### config.mk
export PLATFORM = sky130hd
export DESIGN_NAME = oled_spi_receiver
export DESIGN_NICKNAME = d
export VERILOG_FILES = /design/src/rtl/oled_spi_receiver.sv
export SDC_FILE = /design/constraint.sdc
export NUM_CORES = 1
export LEC_CHECK = 0
export ABC_AREA = 1
export BUFFER_PORTS_ARGS = -buffer_cell sky130_fd_sc_hd__buf_2
export CORE_MARGIN = 3
export CORE_UTILIZATION = 61
export DETAILED_ROUTE_END_ITERATION = 6
export PLACE_DENSITY = 0.85
export SKIP_LAST_GASP = 1
export SYNTH_ARGS = -nofsm -noshare
export SYNTH_HDL_FRONTEND = slang
export SYNTH_SLANG_ARGS = --single-unit
### constraint.sdc
create_clock -name i_CLK -period 2.8 [get_ports i_CLK]
set_input_delay 0.14 -clock i_CLK [delete_from_list [all_inputs] [get_ports i_CLK]]
set_output_delay 0.14 -clock i_CLK [all_outputs]
set_load 0.05 [all_outputs]
### src/rtl/oled_spi_receiver.sv
// oled_spi_receiver: display-side SPI deserialiser with D/C decode, display-on tracking and word counters
module oled_spi_receiver #(
  parameter int N     = 8,
  parameter int CNT_W = 16
) (
  input  logic             i_CLK,
  input  logic             i_RST,
  input  logic             i_CS,
  input  logic             i_MOSI,
  input  logic             i_SCK,
  input  logic             i_DC,
  input  logic             i_RES,
  output logic [N-1:0]     o_DATA,
  output logic             o_DC,
  output logic             o_VALID,
  output logic             o_FRAME_ERR,
  output logic             o_DISPLAY_ON,
  output logic [CNT_W-1:0] o_CMD_COUNT,
  output logic [CNT_W-1:0] o_DATA_COUNT
);
  localparam int BW = $clog2(N);
  localparam logic [BW-1:0] LAST = BW'(N - 1);
  localparam logic [N-1:0] ON = N'(8'hAF);
  localparam logic [N-1:0] OFF = N'(8'hAE);
  typedef enum logic [1:0] {IDLE, SHIFT, HELD} state_t;
  state_t state;
  logic [1:0] cs_s, mosi_s, dc_s, res_s;
  logic [2:0] sck_s;
  logic cs_d, cs, sck_rise, last;
  logic [N-2:0] shreg;
  logic [N-1:0] word;
  logic [BW-1:0] bit_cnt, nxt_cnt;
  assign cs = cs_s[1];
  assign sck_rise = sck_s[1] & ~sck_s[2];
  assign word = {shreg, mosi_s[1]};
  assign last = sck_rise && bit_cnt == LAST;
  // bit count after this cycle's edge is taken; a nonzero value at CS rise means a partial word
  assign nxt_cnt = last ? '0 : sck_rise ? bit_cnt + BW'(1) : bit_cnt;
  always_ff @(posedge i_CLK or posedge i_RST) begin
    if (i_RST) begin
      cs_s <= 2'b11;
      sck_s <= 3'b111;
      res_s <= 2'b11;
      mosi_s <= 2'b00;
      dc_s <= 2'b00;
      cs_d <= 1'b1;
      state <= IDLE;
      bit_cnt <= '0;
      shreg <= '0;
      o_DATA <= '0;
      o_DC <= 1'b0;
      o_VALID <= 1'b0;
      o_FRAME_ERR <= 1'b0;
      o_DISPLAY_ON <= 1'b0;
      o_CMD_COUNT <= '0;
      o_DATA_COUNT <= '0;
    end else begin
      cs_s <= {cs_s[0], i_CS};
      sck_s <= {sck_s[1:0], i_SCK};
      res_s <= {res_s[0], i_RES};
      mosi_s <= {mosi_s[0], i_MOSI};
      dc_s <= {dc_s[0], i_DC};
      cs_d <= cs;
      o_VALID <= 1'b0;
      o_FRAME_ERR <= 1'b0;
      if (!res_s[1]) begin
        state <= HELD;
        bit_cnt <= '0;
        o_DISPLAY_ON <= 1'b0;
        o_CMD_COUNT <= '0;
        o_DATA_COUNT <= '0;
      end else begin
        case (state)
          IDLE: if (cs_d && !cs) begin
            state <= SHIFT;
            bit_cnt <= '0;
          end
          SHIFT: begin
            if (sck_rise) shreg <= word[N-2:0];
            if (last) begin
              o_DATA <= word;
              o_DC <= dc_s[1];
              o_VALID <= 1'b1;
              if (dc_s[1]) begin
                if (~&o_DATA_COUNT) o_DATA_COUNT <= o_DATA_COUNT + CNT_W'(1);
              end else begin
                if (~&o_CMD_COUNT) o_CMD_COUNT <= o_CMD_COUNT + CNT_W'(1);
                if (N == 8 && word == ON) o_DISPLAY_ON <= 1'b1;
                else if (N == 8 && word == OFF) o_DISPLAY_ON <= 1'b0;
              end
            end
            bit_cnt <= cs ? '0 : nxt_cnt;
            o_FRAME_ERR <= cs && nxt_cnt != '0;
            state <= cs ? IDLE : SHIFT;
          end
          default: begin
            state <= IDLE;
            bit_cnt <= '0;
          end
        endcase
      end
    end
  end
endmodule

==> results.cfg, run 1 <==
[status]
status = completed

[clocking]
clock_path_buffers = 2
post-cts-setup-buffers = 0
path_clk_slew_ns = 0.07
cts_tree = built
cts.sinks = 68
clk_latency_ns = 0.34
cts_buffers = 9
cts_root_buf = clkbuf_8
cts-htree-levels = 3
cts_resized = 0

[critical_path]
critical_path.endpoint_type = register
crit_family = simple AND/OR/NAND/NOR gates
crit_type = reg -> reg
cp-start-kind = register
path_cells = ha_1, ha_1, nand3_1, nor2_1, nand2_1, nand2_1, nand2_2, nor2_1, nand2_1, nand2_1
required_ns = 3.08
slowest_stage = dfrtp_1
r2r_cells = 10
cp.depth = 10
cpMostUsedCell = nand2_1
critical_path_buf_inv_count = 0
cp_max_fo = 22
cpPeakStageDelay_ns = 0.39
cp.arrival_ns = 2.20

[detailed_routing]
vias = 3053
wl_met2_um = 3620
drtPass1Iterations = 4
antenna_left = 0
viasPerCell = 5.41
wl_um = 7460
routed.top_layer = met4
drc = 0
wl_met1_um = 3300
wl_met3_um = 370
first_iter_violations = 203
wl_per_cell_um = 13.2

[power_and_ir_drop]
powerDensity_nw_per_um2 = 448
peakVddDrop_v = 0.000352
leakage_nw = 1.98

[placement]
post_dp_cell_area_um2 = 3700
dp_cells = 542
hpwl_um = 5350
portBuffers = 50
place_congestion = 0.910

[die]
std_cell_rows = 26
fp.dieH_um = 80.6
pin_count = 51
core_area_um2 = 5240
dieArea_um2 = 6500
die_w_um = 80.6
floorplan.initialDensity_pct = 64.8

[synthesis]
yosys.area.top_type_share_pct = 44.2
synth.avg_cell_area_um2 = 7.93
syn-cell-area_um2 = 3390
synthesis.nets = 439
syn_inst = 428
synth_top_cell_by_area = dfrtp_1
yosysSeqAreaShare_pct = 50.4
synth_warnings = 0
synthDistinctLibCells = 32
ys_ff_latch = 68
synth.area.top_cells = dfrtp_1 44%, nand2_1 15%, dfstp_2 6.2%

[finish]
final_cells = 564
drive_gt1_share_pct = 18.0
stdcell_area_um2 = 3930
n_antenna_cell = 0
finalNetCount = 500
syn_to_final_growth_pct = 15.8

[global_route]
overflow = 0
grt_max_degree = 35
grt_pass1_wl_um = 12900
grt_pass1_vias = 2839
track_usage_pct = 25.5
antenna_found_initial = 0

[sta]
hold_viol_final = 0
setup_viol = 0
fin_worst_skew_ns = 0.00799
maxSlewViolCount = 0
rsz0062_at_grt = no
finalCritPeriodShare_pct = 68.6
fmax_ghz = 0.521
relSlewSlack_pct = 50.3
fin_crit_ns = 1.92
setup-tns-final_ns = 0
worst_pin_slew_ns = 0.743

[hold_path]
hold_class = reg -> reg
hold_depth = 0

[job]
drv_cap = 0
[path summary, 6_finish.rpt]
path	startpoint	to	slack [ns]
max in group asynchronous	i_RST	res_s[1]$_DFF_PP1_	1.54
max reg2reg	bit_cnt[0]$_DFFE_PP0P_	o_CMD_COUNT[15]$_DFFE_PP0P_	0.88
min reg2reg	cs_s[0]$_DFF_PP1_	cs_s[1]$_DFF_PP1_	0.35
min	cs_s[0]$_DFF_PP1_	cs_s[1]$_DFF_PP1_	0.35
max	bit_cnt[0]$_DFFE_PP0P_	o_CMD_COUNT[15]$_DFFE_PP0P_	0.88
min in group asynchronous	i_RST	o_DATA[6]$_DFFE_PP0P_	0.46
[sequential cells by signal, summed over array words and instances (netlist names)]
register      cells
o_FRAME_ERR       1
cs_s              2
cs_d              1
o_VALID           1
o_DC              1
bit_cnt           3
o_DATA_COUNT     16
dc_s              2
o_CMD_COUNT      16
sck_s             3
state             2
res_s             2
o_DATA            8
mosi_s            2
shreg             7
o_DISPLAY_ON      1
[metrics by stage]
step           total power (W)  hold slack [ns]  utilization [%]  setup WS [ns]
4_1_cts                0.00177            0.352             75.0          0.863
3_5_place_dp           0.00108            0.247             70.7          0.893
3_3_place_gp           0.00107            0.245             70.7           1.02
2_1_floorplan          0.00106            0.144                -          0.962
6_report               0.00176            0.353             75.0          0.880
5_1_grt                0.00183            0.362             75.0          0.605
[area by class of cell]
| type | count | area (um^2) |
|---|---|---|
| sequential | 68 | 1710 |
| tap | 70 | 87.6 |
| clock buffer | 10 | 128 |
| timing repair buffer | 59 | 333 |
| clock inverter | 6 | 41.3 |
| multi-input combinational | 306 | 1460 |
| fill | 395 | 1310 |
| inverter | 45 | 169 |
[cell families (layout without fill, tap and decap cells)]
group                      Yosys count  in the layout  share of synthesized area [%]
and+or+nand+nor                    248            248                           32.1
buffers and inverters               54            120                           6.56
AOI/OAI and AO/OA                   48             48                           7.89
adders and majority gates            4              4                           1.47
DFF                                 68             68                           50.4
xor gates and xnor gates             6              6                           1.55
[per-layer routing]
metal | GRT usage [%] | up-vias
met5 | 0 | -
met4 | 9.46 | 0
met3 | 4.82 | 18
met2 | 41.1 | 88
met1 | 34.2 | 1435
li1 | - | 1512
[synthesized netlist by cell type, drive strengths merged]
| master | count |
|---|---|
| a22oi | 2 |
| dfstp | 8 |
| a21o | 1 |
| xor2 | 5 |
| clkbuf | 2 |
| inv | 44 |
| o21bai | 4 |
| nand4 | 13 |
| nand3 | 42 |
| nand2 | 141 |
| nor3 | 3 |
| clkinv | 1 |
| nor2 | 44 |
| o211ai | 1 |
| dfrtp | 60 |
| xnor2 | 1 |
| buf | 7 |
| o2111ai | 1 |
| nor3b | 1 |
| or2 | 3 |
| nand3b | 1 |
| ha | 4 |
| o21ai | 36 |
| o22ai | 3 |
[placed cells by master (no fill, tap or decap), types with 2 or more instances in the layout]
master	netlist	final
nand2_1	138	138
dfrtp_1	60	60
buf_2	4	50
inv_1	44	43
nand3_1	42	42
nor2_1	39	39
o21ai_0	30	30
nand4_1	12	12
clkbuf_8	0	9
dfstp_2	8	8
o21ai_1	6	6
dlygate4sd3_1	0	6
xor2_1	5	5
o21bai_1	4	4
ha_1	4	4
nor2_4	3	3
o22ai_1	3	3
nor3_1	3	3
or2_2	3	3
clkinvlp_4	0	3
buf_4	2	3
nor2_2	2	2
nand2_2	2	2
a22oi_1	2	2
clkinv_2	0	2
[repair_timing]
action	CTS	global route
hold buffers	6	0
setup endpoints to repair	0	0
hold endpoints to repair	32	0
[report_power, final]
| part | leakage (nW) | total, W | internal (W) | switching [W] |
|---|---|---|---|---|
| Combinational | 0.992 | 0.0000555 | 0.0000157 | 0.0000399 |
| Clock | 0.0787 | 0.000696 | 0.000321 | 0.000375 |
| Sequential | 0.911 | 0.00101 | 0.000998 | 0.0000111 |
Note: power is estimated with default switching activity, not from simulation.
==> inputs of run 2 (changes only) <==
--- a/config.mk
+++ b/config.mk
@@ -8,9 +8,9 @@
 export ABC_AREA = 1
 export BUFFER_PORTS_ARGS = -buffer_cell sky130_fd_sc_hd__buf_2
 export CORE_MARGIN = 3
-export CORE_UTILIZATION = 61
+export CORE_UTILIZATION = 57
 export DETAILED_ROUTE_END_ITERATION = 6
-export PLACE_DENSITY = 0.85
+export PLACE_DENSITY = 0.8
 export SKIP_LAST_GASP = 1
 export SYNTH_ARGS = -nofsm -noshare
 export SYNTH_HDL_FRONTEND = slang
==> constraint.sdc (replaced) <==
create_clock -name i_CLK -period 1.85 [get_ports i_CLK]
set_input_delay 0.0925 -clock i_CLK [delete_from_list [all_inputs] [get_ports i_CLK]]
set_output_delay 0.0925 -clock i_CLK [all_outputs]
set_load 0.05 [all_outputs]
==> run 2 against run 1 <==
Effect of this change: worst hold slack better by 0.0030 ns; die area is 6.5% higher; largest cell class unchanged; clock skew rose by 0.0017 ns; sequential cell count unchanged; critical endpoint is now o_DATA_COUNT[2]$_DFFE_PP0P_.
==> results.cfg, run 2 (synthesis gave the netlist of run 1 again) <==
[global_route]
antenna_found_initial = 0
grt_pass1_vias = 2865
grt_max_degree = 69
grt_busiest_layer = met2
grt_use_met1_pct = 31.5
track_usage_pct = 23.5
met2_usage_pct = 37.2
overflow = 0
use_met3_pct = 5.85
grt_pass1_wl_um = 13300

[die]
dieArea_um2 = 6920
pin_count = 51
floorplan.initialDensity_pct = 60.2
fp.dieH_um = 83.2
die_w_um = 83.2
std_cell_rows = 27
core_area_um2 = 5640

[finish]
mostFrequentLayoutCells = 138 x nand2_1, 60 x dfrtp_1, 50 x buf_2
nFillCells = 456
finalNetCount = 509
n_antenna_cell = 0
stdcell_area_um2 = 4060
final_cells = 575
syn_to_final_growth_pct = 19.5
final_common_cell = nand2_1
multi_input_area_um2 = 1470
drive_gt1_share_pct = 19.7
reg.largest.list = o_CMD_COUNT: 16 flops, o_DATA_COUNT: 16 flops, o_DATA: 8 flops
regArea_um2 = 1710

[placement]
dp_cells = 553
portBuffers = 50
hpwl_um = 5290
place_congestion = 0.883
post_dp_cell_area_um2 = 3800

[power_and_ir_drop]
power_switching_w = 0.000652
power_frac_comb_pct = 3.4
intPower_w = 0.00217
powerDensity_nw_per_um2 = 695
clkPwrFrac_pct = 42.6
peakVddDrop_v = 0.000653
netSwitchingFraction_pct = 23.1
seqPwrFrac_pct = 54.0
leakage_nw = 2.05

[sta]
hold_viol_final = 0
setup_viol = 0
worst_pin_slew_ns = 0.352
rsz0062_at_grt = no
finalCritPeriodShare_pct = 89.2
setup-tns-final_ns = 0
maxSlewViolCount = 0
relSlewSlack_pct = 76.5
fin_worst_skew_ns = 0.00973
fin_crit_ns = 1.65
fmax_ghz = 0.606

[hold_path]
hold_class = in -> async

[critical_path]
r2r-end = o_DATA_COUNT[2]$_DFFE_PP0P_
cp_max_fo = 18
required_ns = 2.09
r2r_cells = 10
critical_path.endpoint_type = register
cp.arrival_ns = 1.89
crit_type = reg -> reg
regToRegSetupSlack_ns = 0.20
cp-start-kind = register
r2r-start = bit_cnt[0]$_DFFE_PP0P_

[clocking]
cts.sinks = 68
post-cts-setup-buffers = 0
clock_path_buffers = 2
path_clk_slew_ns = 0.07
cts_root_buf = clkbuf_8
cts-htree-levels = 3
cts_tree = built
cts_buffers = 9
clk_latency_ns = 0.35

[detailed_routing]
vias = 3074
viasPerCell = 5.35
antenna_left = 0
wl_per_cell_um = 13.2
wl_um = 7610
first_iter_violations = 201
drtPass1Iterations = 5
drc = 0

[status]
status = completed

[job]
drv_cap = 0
## run 2: power groups by stage
stage	combinational [W]	sequential [W]	clock (W)
after floorplan	0.0000584	0.00154	0
after global placement	0.0000849	0.00155	0
after detailed placement	0.0000877	0.00155	0
after CTS	0.0000975	0.00152	0.00124
after global routing	0.000109	0.00153	0.00129
final	0.0000958	0.00152	0.00120
## run 2: what timing repair did
| item | 4_1_cts | 5_1_grt |
|---|---|---|
| hold endpoints to repair | 65 | 0 |
| endpoints found under the setup margin | 0 | 13 |
| resized for setup | 0 | 2 |
| hold buffers | 6 | 0 |
## run 2: worst max path at each step
stage | from | endpoint | slack [ns] | cells past startpoint
2_1_floorplan | o_DATA_COUNT[0]$_DFFE_PP0P_ | o_DATA_COUNT[5]$_DFFE_PP0P_ | 0.03 | 8
3_3_place_gp | bit_cnt[0]$_DFFE_PP0P_ | o_CMD_COUNT[13]$_DFFE_PP0P_ | 0.21 | 8
3_5_place_dp | bit_cnt[0]$_DFFE_PP0P_ | o_CMD_COUNT[10]$_DFFE_PP0P_ | 0.12 | 8
4_1_cts | bit_cnt[0]$_DFFE_PP0P_ | o_CMD_COUNT[13]$_DFFE_PP0P_ | 0.1 | 8
5_1_grt | bit_cnt[0]$_DFFE_PP0P_ | o_DATA_COUNT[11]$_DFFE_PP0P_ | 0.04 | 10
6_report | bit_cnt[0]$_DFFE_PP0P_ | o_DATA_COUNT[2]$_DFFE_PP0P_ | 0.20 | 10
## run 2: worst max-delay path, stage by stage (launching register included)
cell and delay (ns):
dfrtp_1 0.41, ha_1 0.21, ha_1 0.19, nand3_1 0.10, nor2_2 0.05, nand2_1 0.07
inv_1 0.07, nand2_4 0.18, nand2_2 0.13, nand2_1 0.09, nand2_1 0.05
## run 2: layer usage
layer,up-vias,share of wire [%]
met5,-,0
met3,6,6.2
li1,1525,-
met2,101,49
met4,0,1.1
met1,1442,44
## run 2: final cells by class
| cell class | instances | share of cell area [%] |
|---|---|---|
| inverters | 45 | 4.16 |
| multi-input cells | 306 | 36.2 |
| well taps | 72 | 2.22 |
| clock buffers | 11 | 3.24 |
| flip-flops and latches | 68 | 42.2 |
| repair buffers | 68 | 10.5 |
| clock inverters | 5 | 1.54 |
## run 2: through the flow
step	hold WS, ns	total power (W)	setup slack [ns]	utilization (%)
after detailed placement	0.196	0.00164	0.120	67.3
after global routing	0.362	0.00293	0.0447	71.9
after global placement	0.188	0.00164	0.212	67.3
after floorplan	0.0970	0.00160	0.0254	-
after CTS	0.356	0.00286	0.0974	71.8
final	0.356	0.00282	0.200	71.9
